### src/rtl/dma_ctrl_pkg.sv
// Shared definitions for the DMA descriptor scheduler: controller states,
// default widths and the default WAIT supervision limit.
package dma_ctrl_pkg;

   localparam int unsigned DEF_ADDR_W         = 32;
   localparam int unsigned DEF_LEN_W          = 16;
   localparam int unsigned DEF_TIMEOUT_CYCLES = 4096;

   typedef enum logic [2:0] {
      IDLE    = 3'd0,
      ISSUE   = 3'd1,
      WAIT    = 3'd2,
      RELEASE = 3'd3,
      HALT    = 3'd4
   } dma_state_e;

   // States in which a transfer is being launched, run or retired.
   function automatic logic is_busy_state(input dma_state_e st);
      return (st == ISSUE) || (st == WAIT) || (st == RELEASE);
   endfunction

endpackage

### src/rtl/dma_desc_scheduler_fifo.sv
// Synchronous descriptor FIFO with occupancy count and a single-cycle flush.
// The head entry is presented combinationally on rd_data.
module desc_fifo #(
   parameter int unsigned WIDTH = 48,
   parameter int unsigned DEPTH = 4
) (
   input  logic                     clk,
   input  logic                     rst,
   input  logic                     flush,
   input  logic                     push,
   input  logic [WIDTH-1:0]         wr_data,
   input  logic                     pop,
   output logic [WIDTH-1:0]         rd_data,
   output logic [$clog2(DEPTH):0]   count
);

   localparam int unsigned PTR_W = $clog2(DEPTH);
   localparam int unsigned CNT_W = PTR_W + 1;

   logic [WIDTH-1:0] mem_r [DEPTH];
   logic [PTR_W-1:0] wr_ptr_r;
   logic [PTR_W-1:0] rd_ptr_r;
   logic [CNT_W-1:0] count_r;

   assign rd_data = mem_r[rd_ptr_r];
   assign count   = count_r;

   // Storage array: written at the tail on every accepted push.
   always_ff @(posedge clk or posedge rst) begin
      if (rst) begin
         for (int i = 0; i < int'(DEPTH); i++) begin
            mem_r[i] <= {WIDTH{1'b0}};
         end
      end else if (push) begin
         mem_r[wr_ptr_r] <= wr_data;
      end
   end

   // Pointer and occupancy bookkeeping; flush empties the queue outright.
   always_ff @(posedge clk or posedge rst) begin
      if (rst) begin
         wr_ptr_r <= {PTR_W{1'b0}};
         rd_ptr_r <= {PTR_W{1'b0}};
         count_r  <= {CNT_W{1'b0}};
      end else if (flush) begin
         wr_ptr_r <= {PTR_W{1'b0}};
         rd_ptr_r <= {PTR_W{1'b0}};
         count_r  <= {CNT_W{1'b0}};
      end else begin
         if (push) begin
            wr_ptr_r <= wr_ptr_r + PTR_W'(1);
         end
         if (pop) begin
            rd_ptr_r <= rd_ptr_r + PTR_W'(1);
         end
         case ({push, pop})
            2'b10:   count_r <= count_r + CNT_W'(1);
            2'b01:   count_r <= count_r - CNT_W'(1);
            default: count_r <= count_r;
         endcase
      end
   end

endmodule

### src/rtl/dma_desc_scheduler.sv
// Descriptor-driven sequencer for axis_dma_write: queues (addr, len) pairs,
// issues them one at a time, supervises each transfer with a timeout and
// reports completions, interrupts and a sticky timeout error.
module dma_desc_scheduler
   import dma_ctrl_pkg::*;
#(
   parameter int unsigned ADDR_W         = DEF_ADDR_W,
   parameter int unsigned LEN_W          = DEF_LEN_W,
   parameter int unsigned DEPTH          = 4,
   parameter int unsigned TIMEOUT_CYCLES = DEF_TIMEOUT_CYCLES
) (
   input  logic                    clk,
   input  logic                    rst,
   input  logic                    enable,
   input  logic                    abort,
   input  logic                    err_clr,
   input  logic                    desc_valid,
   output logic                    desc_ready,
   input  logic [ADDR_W-1:0]       desc_addr,
   input  logic [LEN_W-1:0]        desc_len,
   output logic                    dma_start,
   output logic [ADDR_W-1:0]       dma_base_addr,
   output logic [LEN_W-1:0]        dma_length,
   input  logic                    dma_done,
   output logic                    busy,
   output logic [$clog2(DEPTH):0]  fifo_count,
   output logic [15:0]             done_count,
   output logic                    irq,
   output logic                    err_timeout
);

   localparam int unsigned      CNT_W    = $clog2(DEPTH) + 1;
   localparam logic [CNT_W-1:0] FULL_LVL = CNT_W'(DEPTH);
   localparam logic [31:0]      TO_LAST  = 32'(TIMEOUT_CYCLES) - 32'd1;
   localparam bit               TO_EN    = (TIMEOUT_CYCLES != 0);

   dma_state_e          state_r;
   dma_state_e          state_s;
   logic [CNT_W-1:0]    count_s;
   logic [ADDR_W-1:0]   head_addr_s;
   logic [LEN_W-1:0]    head_len_s;
   logic                push_s;
   logic                pop_s;
   logic                load_s;
   logic                start_s;
   logic                complete_s;
   logic                timeout_s;
   logic [31:0]         wait_cnt_r;

   logic                dma_start_r;
   logic [ADDR_W-1:0]   base_addr_r;
   logic [LEN_W-1:0]    length_r;
   logic                busy_r;
   logic [15:0]         done_count_r;
   logic                irq_r;
   logic                err_timeout_r;

   // Acceptance depends only on registered occupancy and abort, never on dma_done.
   assign desc_ready = (count_s < FULL_LVL) & ~abort;
   assign push_s     = desc_valid & desc_ready;

   desc_fifo #(
      .WIDTH (ADDR_W + LEN_W),
      .DEPTH (DEPTH)
   ) u_fifo (
      .clk     (clk),
      .rst     (rst),
      .flush   (abort),
      .push    (push_s),
      .wr_data ({desc_addr, desc_len}),
      .pop     (pop_s),
      .rd_data ({head_addr_s, head_len_s}),
      .count   (count_s)
   );

   // Controller state register.
   always_ff @(posedge clk or posedge rst) begin
      if (rst) begin
         state_r <= IDLE;
      end else begin
         state_r <= state_s;
      end
   end

   // Next-state and per-cycle action decode; abort blocks a pop in the same cycle.
   always_comb begin
      state_s    = state_r;
      pop_s      = 1'b0;
      load_s     = 1'b0;
      start_s    = 1'b0;
      complete_s = 1'b0;
      timeout_s  = 1'b0;
      case (state_r)
         IDLE: begin
            if (enable && (count_s != {CNT_W{1'b0}}) && !abort) begin
               pop_s = 1'b1;
               if (head_len_s == {LEN_W{1'b0}}) begin
                  complete_s = 1'b1;
                  state_s    = IDLE;
               end else begin
                  load_s  = 1'b1;
                  state_s = ISSUE;
               end
            end else begin
               state_s = IDLE;
            end
         end
         ISSUE: begin
            start_s = 1'b1;
            state_s = WAIT;
         end
         WAIT: begin
            if (dma_done) begin
               complete_s = 1'b1;
               state_s    = RELEASE;
            end else if (TO_EN && (wait_cnt_r == TO_LAST)) begin
               timeout_s = 1'b1;
               state_s   = HALT;
            end else begin
               state_s = WAIT;
            end
         end
         RELEASE: begin
            if (!dma_done) begin
               state_s = IDLE;
            end else begin
               state_s = RELEASE;
            end
         end
         HALT: begin
            if (err_clr) begin
               state_s = RELEASE;
            end else begin
               state_s = HALT;
            end
         end
         default: begin
            state_s = IDLE;
         end
      endcase
   end

   // Cycles spent in WAIT; restarts from zero on every WAIT entry.
   always_ff @(posedge clk or posedge rst) begin
      if (rst) begin
         wait_cnt_r <= 32'd0;
      end else if (state_r == WAIT) begin
         wait_cnt_r <= wait_cnt_r + 32'd1;
      end else begin
         wait_cnt_r <= 32'd0;
      end
   end

   // Registered DMA command, status and error outputs.
   always_ff @(posedge clk or posedge rst) begin
      if (rst) begin
         dma_start_r   <= 1'b0;
         base_addr_r   <= {ADDR_W{1'b0}};
         length_r      <= {LEN_W{1'b0}};
         busy_r        <= 1'b0;
         done_count_r  <= 16'd0;
         irq_r         <= 1'b0;
         err_timeout_r <= 1'b0;
      end else begin
         dma_start_r <= start_s;
         if (load_s) begin
            base_addr_r <= head_addr_s;
            length_r    <= head_len_s;
         end
         busy_r <= is_busy_state(state_s);
         if (complete_s) begin
            done_count_r <= done_count_r + 16'd1;
         end
         irq_r <= complete_s;
         if (timeout_s) begin
            err_timeout_r <= 1'b1;
         end else if (err_clr) begin
            err_timeout_r <= 1'b0;
         end
      end
   end

   assign dma_start     = dma_start_r;
   assign dma_base_addr = base_addr_r;
   assign dma_length    = length_r;
   assign busy          = busy_r;
   assign fifo_count    = count_s;
   assign done_count    = done_count_r;
   assign irq           = irq_r;
   assign err_timeout   = err_timeout_r;

endmodule
### config.mk
export PLATFORM = sky130hd
export DESIGN_NAME = dma_desc_scheduler
export DESIGN_NICKNAME = d
export VERILOG_FILES = /design/src/rtl/dma_ctrl_pkg.sv /design/src/rtl/dma_desc_scheduler_fifo.sv /design/src/rtl/dma_desc_scheduler.sv
export SDC_FILE = /design/constraint.sdc
export NUM_CORES = 1
export LEC_CHECK = 0
export ABC_AREA = 1
export CAP_MARGIN = 10
export CORE_MARGIN = 1
export CORE_UTILIZATION = 31
export DETAILED_ROUTE_END_ITERATION = 16
export HOLD_SLACK_MARGIN = 0.05
export PLACE_DENSITY = 0.57
export SKIP_CTS_REPAIR_TIMING = 1
export SLEW_MARGIN = 20
export SYNTH_ARGS = -nofsm -noshare
export SYNTH_HDL_FRONTEND = slang
export SYNTH_SLANG_ARGS = --single-unit
### constraint.sdc
create_clock -name clk -period 24.9 [get_ports clk]
set_clock_uncertainty 0.1 [all_clocks]
set_input_delay 2.49 -clock clk [delete_from_list [all_inputs] [get_ports clk]]
set_output_delay 2.49 -clock clk [all_outputs]
set_load 0.01 [all_outputs]
==> reports/qor.txt <==
Detailed placement HPWL - 21130 µm
Clk slew on worst S/H paths - 60 ps
Diode count - 0
Io pins - 127
Pre-CTS setup slack - 18640 ps
RSZ-0062 raised after global routing - false
FP Rows - 76
Vias - 11.33k
LEAKAGE - 0.007739 µW
Vias per cell - 4.864
Status - completed
Total Routed Length - 36520 µm
Final Cycle Share - 0.2510
Metal-1 WL - 17270 µm
GP Congestion - 0.8318
Setup TNS - 0 ps
First-iteration detailed-routing DRC count - 1005
Max VDD drop - 0.05073 mV
Syn_area_per_cell - 8.283 µm²
Setup crit end kind - output port
WHS - 375.0 ps
Register area share after synthesis - 0.5563
Max-slew violation count - 0
Fillers - 4448
Slew at the pin closest to its max-slew limit - 1078 ps
Die area - 44660 µm²
Placed Area - 15280 µm²
Pwr dens - 108.4 nW/µm²
Post-DRT Antenna Nets - 0
DIE WIDTH - 211.3 µm
WL met2 - 16410 µm
IO Port Bufs - 126
Vias in the first global route - 11.16k
Seq pwr share - 0.428
NetSw - 602.6 µW
Layout cells sized above 1 - 0.04817
CP bufs+invs - 2
F_max - 160.0 MHz
Synthesis-stage register bit count - 302
CTS Buf Count - 35
Synth warn - 0
Met3 Wirelength - 1833 µm
Routed len/inst - 15.68 µm
Post-synth EDFFs - 0
Rel. slew slack - 0.2815
Max Cap Viol - 0
Area growth from synthesis to layout - 21.07%
Crit path time final - 6249 ps
Critical path type - input pin to output port
Sw frac - 0.3379
Tot Pwr - 1783 µW
Worst min path class - flip-flop to flip-flop
Synth cell types - 31
Mapped Area - 13580 µm²
Crit path largest cell delay - 560 ps
CP cell instances - clkdlybuf4s50_1 -> nor2_1 -> clkdlybuf4s50_1
Async S/R FF share, synth - 1.000
Most used DFF post-synth - dfrtp_1
Top sig layer - met5
Root Driver - clkbuf_16
Final hold vios - 0
Fin nets - 1782
Final Cell Area - 16450 µm²
Clock latency at the later pin of the worst-skew pair - 550 ps
WP data arrival - 3660 ps
Int Pwr - 1181 µW
Combinational share of power - 0.287
Final setup viols - 0
Clock Sinks - 302
First-pass GRT wire length - 59290 µm
Startpoint Class - input pin
Initial antenna violation count - 1
CP max FO - 3
DRC viols - 0
H-tree levels - 2
Clock buffer depth - 3
Post-Syn Nets - 1702
Largest net degree at the start of global routing - 106
Die height - 211.3 µm
Initial core utilization - 0.3147
Placeable Area - 43170 µm²
CP dominant cell by count - clkdlybuf4s50_1
Gr usage total - 0.1674
Worst EP required - 22310 ps
Crit path max-delay family - buffers and inverters
Overflow after GRT - 0
Drt first pass iters - 5
Cells after Synth - 1640
Crit-path slowest cell - clkdlybuf4s50_1
CTS tree - done
Clk pwr share - 0.285
Final WS setup - 18650 ps
-- tightest hold or removal path: stages (launching register included) --
cell and delay, ps:
dfrtp_1 340, nand2_1 60, nand2_1 50
-- through the flow --
step / std cells / util
2_1_floorplan: 1640 / -
4_1_cts: 2328 / 0.3804
5_1_grt: 2329 / 0.3810
3_5_place_dp: 2267 / 0.3540
6_report: 2329 / 0.3810
3_3_place_gp: 2267 / 0.3540
-- Yosys cell counts (2+ instances only) --
cell type  count  area, µm²
nand3_1      105      525.5
nand4_1        9      56.30
xnor2_1        8      70.07
nor4_1         7      43.79
nand3b_1      16      120.1
nor2_1       134      503.0
buf_2         17      85.08
xor2_1        20      175.2
o21ai_0      276       1381
inv_2          2      7.510
o22ai_1       32      200.2
clkbuf_1      57      214.0
buf_6          5      56.30
nand2_1      491       1843
inv_1         98      367.9
ha_1           6      75.07
a21oi_1       14      70.07
nor2_2         2      12.51
nor3_1        15      75.07
buf_1         14      52.55
dfrtp_1      302       7557
-- power by group through the flow --
stage | logic, µW | clock network, µW | registers (µW)
6_report | 511 | 509 | 763
3_5_place_dp | 516 | 0 | 768
3_3_place_gp | 502 | 0 | 764
5_1_grt | 588 | 544 | 785
4_1_cts | 518 | 525 | 762
2_1_floorplan | 321 | 0 | 766
-- logic make-up (layout without fill, tap and decap cells) --
logic type	count (synthesis)	in the layout	share of synthesized area
compound gates	325	325	0.1233
simple gates	783	783	0.2366
xor+xnor	28	28	0.01805
flops	302	302	0.5563
fa+ha+maj	7	7	0.007000
buf+inv	195	299	0.05867
-- path summary, 6_finish.rpt --
| check | cells past startpoint | end | slack [ps] | from |
|---|---|---|---|---|
| max in group asynchronous | 3 | u_fifo.mem_r[25] | 20970 | rst |
| worst max-delay path | 3 | desc_ready | 18650 | abort |
| worst min-delay path | 2 | dma_base_addr[26] | 380 | dma_base_addr[26] |
| worst min register to register | 2 | dma_base_addr[26] | 380 | dma_base_addr[26] |
| worst max register to register | 13 | dma_length[9] | 21380 | u_fifo.rd_ptr_r[1] |
| min in group asynchronous | 2 | done_count[1] | 2370 | rst |
-- cell type report --
cell class	count	area, µm²	share of cell area
clock buffer	48	1026	0.06238
timing repair buffer	137	1356	0.08246
multi-input combinational	1143	5273	0.3206
clock inverter	13	111.4	0.006771
sequential	302	7560	0.4596
inverter	101	389.1	0.02366
tap	585	732.0	0.04450
-- routing by layer --
layer	vias up	track usage
li1	5481	-
met1	5484	0.2348
met2	300	0.2571
met3	61	0.03130
met4	2	0.06047
met5	-	0
-- flip-flops by register name (all words and copies together) (netlist names) --
name / flops
busy: 1
dma_base_addr: 32
dma_length: 16
dma_start: 1
done_count: 16
err_timeout: 1
irq: 1
state_r: 3
u_fifo.count: 3
u_fifo.mem_r: 192
u_fifo.rd_ptr_r: 2
u_fifo.wr_ptr_r: 2
wait_cnt_r: 32
-- cell usage in the layout (no fill, tap or decap), drive strengths merged, types with 6 or more instances in the layout --
cell type and count:
clkdlybuf4s50 126, dfrtp 302, nand3b 16, ha 6, nand4 9, nand2 493, xor2 20, nor2 136
inv 102, o21ai 276, xnor2 8, nand3 105, a21oi 14, buf 11, nor3 16, o22ai 32
nor4 7, clkbuf 48, clkinv 10
Power figures use the tool's default switching activity.
